[config.mk]
export PLATFORM = sky130hd
export DESIGN_NAME = dmem_access_ctrl
export DESIGN_NICKNAME = d
export VERILOG_FILES = /design/src/rtl/dmem_access_ctrl_pkg.sv /design/src/rtl/dmem_access_ctrl_lane_align.sv /design/src/rtl/dmem_access_ctrl.sv
export SDC_FILE = /design/constraint.sdc
export NUM_CORES = 1
export LEC_CHECK = 0
export CAP_MARGIN = 15
export CORE_AREA = 2 2 118 120
export DETAILED_ROUTE_END_ITERATION = 12
export DIE_AREA = 0 0 120 122
export GPL_TIMING_DRIVEN = 0
export PLACE_DENSITY = 0.84
export SLEW_MARGIN = 20
export SYNTH_ARGS = -nofsm -noshare
export SYNTH_HDL_FRONTEND = slang
export SYNTH_SLANG_ARGS = --single-unit
[constraint.sdc]
create_clock -name clk -period 7 [get_ports clk]
set_input_delay 0.7 -clock clk [delete_from_list [all_inputs] [get_ports clk]]
set_output_delay 0.7 -clock clk [all_outputs]
set_load 0.005 [all_outputs]
[src/rtl/dmem_access_ctrl_pkg.sv]
// Shared encodings for the data-memory access controller: access sizes,
// controller FSM states and arbitration grant identifiers.
package dmem_access_ctrl_pkg;

    // CPU access size encodings (2'b11 is illegal)
    localparam logic [1:0] SZ_B = 2'b00;
    localparam logic [1:0] SZ_H = 2'b01;
    localparam logic [1:0] SZ_W = 2'b10;

    typedef enum logic [1:0] {
        IDLE   = 2'd0,
        ACCESS = 2'd1,
        RESP   = 2'd2
    } state_t;

    typedef enum logic {
        GNT_CPU = 1'b0,
        GNT_PDU = 1'b1
    } grant_t;

endpackage

[src/rtl/dmem_access_ctrl_lane_align.sv]
// Byte-lane steering between a 32-bit memory word and a right-aligned
// CPU operand: load extraction with sign/zero extension, store merge of
// the addressed lanes into the current word, and alignment checking.
module dmem_lane_align
    import dmem_access_ctrl_pkg::*;
(
    input  logic [1:0]  size,
    input  logic [1:0]  offset,
    input  logic        is_unsigned,
    input  logic [31:0] rdata,
    input  logic [31:0] wdata,
    output logic [31:0] load_data,
    output logic [31:0] store_word,
    output logic        misaligned
);

    logic [7:0]  byte_val;
    logic [15:0] half_val;
    logic [4:0]  byte_shift;
    logic [4:0]  half_shift;

    assign byte_shift = {offset, 3'b000};
    assign half_shift = {offset[1], 4'b0000};

    // Select lanes for the addressed size and build both load and store results
    always_comb begin
        // NOTE: every output of a combinational block gets a default first so no path infers a latch.
        misaligned = 1'b0;
        load_data  = rdata;
        store_word = rdata;
        byte_val   = rdata[byte_shift +: 8];
        half_val   = rdata[half_shift +: 16];
        case (size)
            SZ_B: begin
                load_data = is_unsigned ? {24'h0, byte_val} : {{24{byte_val[7]}}, byte_val};
                store_word[byte_shift +: 8] = wdata[7:0];
            end
            SZ_H: begin
                misaligned = offset[0];
                load_data  = is_unsigned ? {16'h0, half_val} : {{16{half_val[15]}}, half_val};
                store_word[half_shift +: 16] = wdata[15:0];
            end
            SZ_W: begin
                misaligned = (offset != 2'b00);
                load_data  = rdata;
                store_word = wdata;
            end
            default: begin
                misaligned = 1'b1;
            end
        endcase
    end

endmodule

[src/rtl/dmem_access_ctrl.sv]
// Data-memory access controller: owns the single memory port, arbitrates
// CPU vs PDU with alternating priority on conflict, and runs each access
// through IDLE -> ACCESS -> RESP (one access every three cycles).
module dmem_access_ctrl
    import dmem_access_ctrl_pkg::*;
#(
    parameter int DEPTH = 10
) (
    input  logic             clk,
    input  logic             rst,
    input  logic             cpu_req,
    input  logic             cpu_we,
    input  logic [31:0]      cpu_addr,
    input  logic [1:0]       cpu_size,
    input  logic             cpu_unsigned,
    input  logic [31:0]      cpu_wdata,
    output logic [31:0]      cpu_rdata,
    output logic             cpu_ack,
    output logic             cpu_ale,
    input  logic             pdu_req,
    input  logic             pdu_we,
    input  logic [DEPTH-1:0] pdu_addr,
    input  logic [31:0]      pdu_wdata,
    output logic [31:0]      pdu_rdata,
    output logic             pdu_ack,
    output logic [DEPTH-1:0] mem_addr,
    input  logic [31:0]      mem_rdata,
    output logic [31:0]      mem_wdata,
    output logic             mem_we
);

    state_t      state;
    state_t      state_nx;
    grant_t      grant;        // also serves as last_grant for arbitration
    logic        pick_pdu;
    logic        start;

    // Latched request fields; PDU requests are latched as aligned full words
    logic        lat_we;
    logic [1:0]  lat_size;
    logic [1:0]  lat_off;
    logic        lat_uns;
    logic [31:0] lat_wdata;

    logic [31:0] load_data;
    logic [31:0] store_word;
    logic        misaligned;

    // Address bits above the memory window alias and are deliberately dropped
    logic        unused_addr_hi;
    assign unused_addr_hi = ^cpu_addr[31:DEPTH+2];

    // On conflict the requester that did not win last time is served
    assign start    = cpu_req || pdu_req;
    assign pick_pdu = pdu_req && (!cpu_req || (grant == GNT_CPU));

    dmem_lane_align u_lane_align (
        .size        (lat_size),
        .offset      (lat_off),
        .is_unsigned (lat_uns),
        .rdata       (mem_rdata),
        .wdata       (lat_wdata),
        .load_data   (load_data),
        .store_word  (store_word),
        .misaligned  (misaligned)
    );

    // FSM state register
    always_ff @(posedge clk) begin
        // NOTE: sequential state uses non-blocking assignments so every flop samples pre-edge values.
        if (rst) begin
            state <= IDLE;
        end else begin
            state <= state_nx;
        end
    end

    // FSM next-state logic; requests are only looked at in IDLE
    always_comb begin
        state_nx = state;
        case (state)
            IDLE:    if (start) state_nx = ACCESS;
            ACCESS:  state_nx = RESP;
            RESP:    state_nx = IDLE;
            default: state_nx = IDLE;
        endcase
    end

    // FSM outputs: ack pulses in RESP, memory write strobe only in ACCESS
    always_comb begin
        cpu_ack   = (state == RESP) && (grant == GNT_CPU);
        pdu_ack   = (state == RESP) && (grant == GNT_PDU);
        mem_we    = (state == ACCESS) && lat_we && !misaligned && !rst;
        mem_wdata = ((state == ACCESS) && lat_we) ? store_word : 32'h0;
    end

    // Grant latch: capture the winning request and its memory word address
    always_ff @(posedge clk) begin
        if (rst) begin
            grant     <= GNT_CPU;
            mem_addr  <= '0;
            lat_we    <= 1'b0;
            lat_size  <= SZ_B;
            lat_off   <= 2'b00;
            lat_uns   <= 1'b0;
            lat_wdata <= 32'h0;
        end else if ((state == IDLE) && start) begin
            if (pick_pdu) begin
                grant     <= GNT_PDU;
                mem_addr  <= pdu_addr;
                lat_we    <= pdu_we;
                lat_size  <= SZ_W;
                lat_off   <= 2'b00;
                lat_uns   <= 1'b0;
                lat_wdata <= pdu_wdata;
            end else begin
                grant     <= GNT_CPU;
                mem_addr  <= cpu_addr[DEPTH+1:2];
                lat_we    <= cpu_we;
                lat_size  <= cpu_size;
                lat_off   <= cpu_addr[1:0];
                lat_uns   <= cpu_unsigned;
                lat_wdata <= cpu_wdata;
            end
        end
    end

    // Response registers: loaded during ACCESS, presented with the ack in RESP
    always_ff @(posedge clk) begin
        if (rst) begin
            cpu_rdata <= 32'h0;
            cpu_ale   <= 1'b0;
            pdu_rdata <= 32'h0;
        end else if (state == ACCESS) begin
            if (grant == GNT_CPU) begin
                cpu_ale <= misaligned;
                if (misaligned) begin
                    cpu_rdata <= 32'h0;
                end else if (!lat_we) begin
                    cpu_rdata <= load_data;
                end
            end else if (!lat_we) begin
                pdu_rdata <= mem_rdata;
            end
        end
    end

endmodule

; Yosys cells after proc, flatten, opt, wreduce, memory -nomap -nowiden
; Index checks and enable logic that the tools add are counted.
[totals]
ramBits = 0
mem_bits_ro = 0
memories = 0
output_inout_bits = 110
latch_bits = 0
inputBits = 147
word_cells = 64
ff_bits = 116
[op_classes]
n_addsub = 2
div = 0
mux = 19
n_bitwise = 2
n_lt_le_gt_ge = 0
n_eq_ne = 6
shifts = 6
reduce_logical = 18
mul = 0
[ops]
columns = operator, n
row1 = 32-bit 2-to-1 mux, 6
row2 = 32-bit case mux with 3 select lines, 1
row3 = 32-bit bitwise mux, 2
row4 = 32-bit case mux with 2 select lines, 1
row5 = 16-bit by 7-bit variable shift with 32-bit output (first input constant), 1
row6 = 8-bit by 7-bit variable shift with 32-bit output (first input constant), 1
row7 = 16-bit by 7-bit indexed part select with 32-bit output, 1
row8 = 32-bit by 6-bit indexed part select with 16-bit output, 1
row9 = 32-bit by 6-bit indexed part select with 8-bit output, 1
row10 = 8-bit by 7-bit indexed part select with 32-bit output, 1
row11 = 5-bit negation with 7-bit output, 2
row12 = 10-bit 2-to-1 mux, 1
row13 = 1-bit logical AND, 7
row14 = 2-bit 2-to-1 mux, 3
row15 = 3-bit AND reduction, 2
row16 = 2-bit by 1-bit equality test with 1-bit output (second input constant), 2
row17 = 2-bit equality test (second input constant), 2
row18 = 2-bit logical NOT, 2
row19 = 2-bit case mux with 2 select lines, 1
row20 = 1-bit logical NOT, 3
row21 = 1-bit 2-to-1 mux, 3
row22 = 1-bit case mux with 3 select lines, 1
row23 = 1-bit logical OR, 2
row24 = 2-bit by 1-bit inequality test with 1-bit output (second input constant), 1
row25 = other kinds (4), 5

; Longest topological paths before layout
[logic_depth]
ltp_word = 5
ltp_mapped = 10
mapped_depth_nobuf = 6

; Modules after synthesis
; A second synthesis with hierarchy kept.
[hier_totals]
hier_cells = 915
area_unflattened_um2 = 7310.8
[by_module_without_submodules]
columns = mod, seq_area_each_um2, area_each_um2, n_inst, cells_each
row1 = dmem_access_ctrl, 2322.2, 5211.2, 1, 618
row2 = dmem_lane_align, 0.0, 2099.5, 1, 297

; Least setup slack after synthesis
; Ideal clock, no wire load.
[synth_timing]
path_kind = register to output
startpoint = reg lat_off[0]
endpoint = out mem_wdata[31]
arrival_ps = 2380
path_buffers = 2
stages_incl_launch_ff = 9
required_time_ps = 6300
slack_ps = 3920
path_cell_list = dfxtp_1 buf_2 clkbuf_1 inv_1 ha_1 nor4bb_1 a221o_1 nand3_1 a21oi_1
[synth_between]
elab_chain_cells = 5
elab_cells_between_ends = 6
cone_classes = add/sub (1) / shift (2) / mux (3)
[synth_rtl]
columns = item, line_no
row1 = from (decl), dmem_access_ctrl.sv:41  ; logic [1:0] lat_off;
row2 = from (signal assigned), dmem_access_ctrl.sv:121  ; lat_off <= cpu_addr[1:0];
row3 = 5-bit negation with 7-bit output (*), dmem_access_ctrl_lane_align.sv:36  ; store_word[byte_shift +: 8] = wdata[7:0];
row4 = 8-bit by 7-bit indexed part select with 32-bit output / 8-bit by 7-bit variable shift with 32-bit output (equally long branches), dmem_access_ctrl_lane_align.sv:36
row5 = 32-bit bitwise mux (*), dmem_access_ctrl_lane_align.sv:36
row6 = 32-bit case mux with 3 select lines (*), dmem_access_ctrl_lane_align.sv:33  ; case (size)
row7 = 32-bit 2-to-1 mux (*), dmem_access_ctrl.sv:94  ; mem_wdata = ((state == ACCESS) && lat_we) ? store_word : 32'h0;
row8 = to (decl), dmem_access_ctrl.sv:28  ; output logic [31:0] mem_wdata,
; Mark *: on every way between the ends. The rest lies on a longest branch, timed or not.

; Worst setup path after layout
[layout_timing]
startpoint = reg lat_off[0]
endpoint = out mem_wdata[23]
; Same word-level chain as after synthesis.

==> impl_metrics.ini <==
[pwr]
p_per_area_nw_per_um2 = 219
p_comb_share_pct = 22.5
netSwitchingFraction_pct = 28.3
p_seq_share_pct = 38.0
netSwitchingPower_uw = 566
clock_power_share_pct = 39.5
internal_power_mw = 1.44
p_leak_nw = 3.28
ir_drop_uv = 157
power_mw = 2.00

[layout]
syn_to_final_growth_pct = 51.8
final_cell_mix = clkdlybuf4s50_1, nand2_1, dfxtp_1, nor2_1, clkbuf_1
postLayoutCoreUtil_pct = 67.7
antenna_cells = 0
fin_area_um2 = 9150
final_common_cell = clkdlybuf4s50_1
fin_nets = 1145
drive_gt1_share_pct = 5.48

[clock_network]
h-tree-depth = 4
cts_tree = built
numClockSinks = 116
root_buffer = clkbuf_16
cts.clk_slew.worst_paths_ps = 50
postCtsSetupBuffers = 0
cts_made_buffers = 17
clock_latency_ps = 430
post_cts_resized = 0
cts_hold_buf = 0
clk_path_buf_depth = 2

[drt]
drt_pass1_iterations = 10
drt_iter0_drc = 861
wl_mm = 24.2
antenna_left = 0
dr_total_vias = 7037
avgRoutedWirePerCell_um = 20.5
drc = 0
vias_per_cell = 5.95

[die]
fp.dieH_um = 122
initial_core_util_pct = 44.6
core_um2 = 13500
rows = 43
io_pins = 257
die_x_um = 120
dieArea_um2 = 14600

[synth]
yosysSeqAreaShare_pct = 38.5
syn_inst = 738
syn_area_um2 = 6030
syn_area_per_cell_um2 = 8.17
synth-edff-count = 0
syn_nets = 890
synthArstFlopShare_pct = 0
synth_ff_type = dfxtp_1
ys_types = 52
synth-seq-cells = 116
yosysWarnings = 0

[timing]
max_slew_margin_pct = 37.7
grt_setup_unrepaired = false
fin_tns_setup_ps = 0
hold_viol_final = 0
skew_ps = 8.11
tightest_slew_ps = 933
fmax_ghz = 0.207
timing.final.crit_share_pct = 69.0
finalCriticalPeriod_ps = 4830
maxSlewViolCount = 0
timing.hold.ws_ps = 452
finalSetupViolations = 0

[worst_setup_path]
slowest_stage = a2111oi_2
crit_type = flip-flop to output port
path_max_fanout = 10
arrival_ps = 4130
crit_required_ps = 6300
cpPeakStageDelay_ps = 810
cp-start-kind = flip-flop
worst_setup_path_end_kind = output port
path_cells = buf_2 -> clkbuf_1 -> inv_1 -> ha_1 -> nand2b_1 -> a2111oi_2 -> a22oi_1 -> o22ai_1 -> clkdlybuf4s50_1

[global_routing]
grt_pass1_wl_mm = 36.1
grt_use_total_pct = 32.4
grt_pass1_vias = 6573
antenna_found_initial = 0
grt_max_degree = 17
gr-total-overflow = 0

[worst_hold_path]
hp-class = flip-flop to flip-flop

[run_status]
status = finished, final reports clean

[job]
drv_cap = 0

[placement]
post-dp-hpwl_mm = 18.0
placed_area_um2 = 8620
numPortBuffers = 236
routabilityCongestion = 1.01
## layer usage
layer / up-vias / track usage [%] / share of wire (%) / wire length, um
met3: 104 / 9.32 / 11 / 2630
met4: 0 / 15.4 / 5.1 / 1240
met1: 3228 / 38.5 / 38 / 9190
met2: 454 / 53.9 / 46 / 11100
met5: - / 0 / 0 / 0
li1: 3251 / - / - / -
## metrics by stage
stage	cells	worst slack (ps)
6_report	1183	2170
5_1_grt	1183	2010
3_5_place_dp	1154	2740
4_1_cts	1183	2240
3_3_place_gp	1154	2800
2_1_floorplan	738	3920
## power groups by stage
stage                     Sequential (mW)  Combinational [mW]  Clock [mW]
after floorplan                     0.754               0.230           0
after global placement              0.770               0.435           0
after detailed placement            0.772               0.441           0
after CTS                           0.759               0.445       0.794
after global routing                0.765               0.483       0.822
final                               0.762               0.450       0.791
## area by class of cell
type,instances,area (um^2)
repair buffers,236,2360
inverters,6,22.5
multi-input cells,548,3400
plain buffers,68,282
flip-flops and latches,116,2320
fillers,1122,4360
clock buffers,23,478
clock inverters,6,55.1
well taps,180,225
## cell families after synthesis
family | share of synthesized area [%]
simple gates | 18.5
fa+ha+maj | 1.04
flops | 38.5
mux | 4.61
buf+inv | 5.04
compound gates | 32.3
## critical path: cells and delay by family (launching register included)
kind / cells / cell delay (ps)
buffers and inverters: 4 / 1580
AOI/OAI and AO/OA: 3 / 1260
DFF: 1 / 380
adders and majority gates: 1 / 380
and+or+nand+nor: 1 / 100
## synthesized netlist by cell type, types with 2 or more instances
master	instances	area share [%]
nor3b_1	3	0.37
and2_1	2	0.21
mux2i_1	12	2.0
nand3_1	6	0.50
a32oi_1	2	0.29
ha_1	5	1.0
nand2_1	168	10
clkbuf_1	50	3.1
a21oi_1	51	4.2
or3_1	2	0.21
a311oi_1	43	6.2
a21o_1	17	2.1
nor2_1	59	3.7
buf_2	6	0.50
a22o_1	40	5.8
a221oi_1	8	1.2
o2bb2ai_1	21	3.1
a22oi_1	21	2.6
buf_1	10	0.62
mux2_2	14	2.6
nor2b_1	7	0.73
and3b_1	2	0.29
a222oi_1	10	1.7
inv_1	5	0.31
nor3_1	4	0.33
nand2b_1	3	0.31
or2_2	3	0.31
o21ai_0	4	0.33
nor4bb_1	2	0.33
a211oi_1	7	0.87
dfxtp_1	116	39
a32o_1	7	1.2
o22ai_1	9	0.93
## final timing paths
check	start	endpoint	slack (ps)	cells after the start
setup / recovery	lat_off[0]$_SDFFE_PP0P_	mem_wdata[23]	2170	9
hold / removal	pdu_rdata[15]$_SDFFE_PP0P_	pdu_rdata[15]$_SDFFE_PP0P_	450	2
hold reg to reg	pdu_rdata[15]$_SDFFE_PP0P_	pdu_rdata[15]$_SDFFE_PP0P_	450	2
setup reg to reg	lat_off[1]$_SDFFE_PP0P_	cpu_rdata[24]$_SDFFE_PP0P_	3750	9
## registers in the layout (all words and copies together) (netlist names)
signal and cells:
lat_uns 1, lat_size 2, pdu_rdata 32, state 2, lat_off 2, lat_we 1
cpu_ale 1, lat_wdata 32, mem_addr 10, grant 1, cpu_rdata 32
No activity file was read; power rests on OpenSTA's default activity.
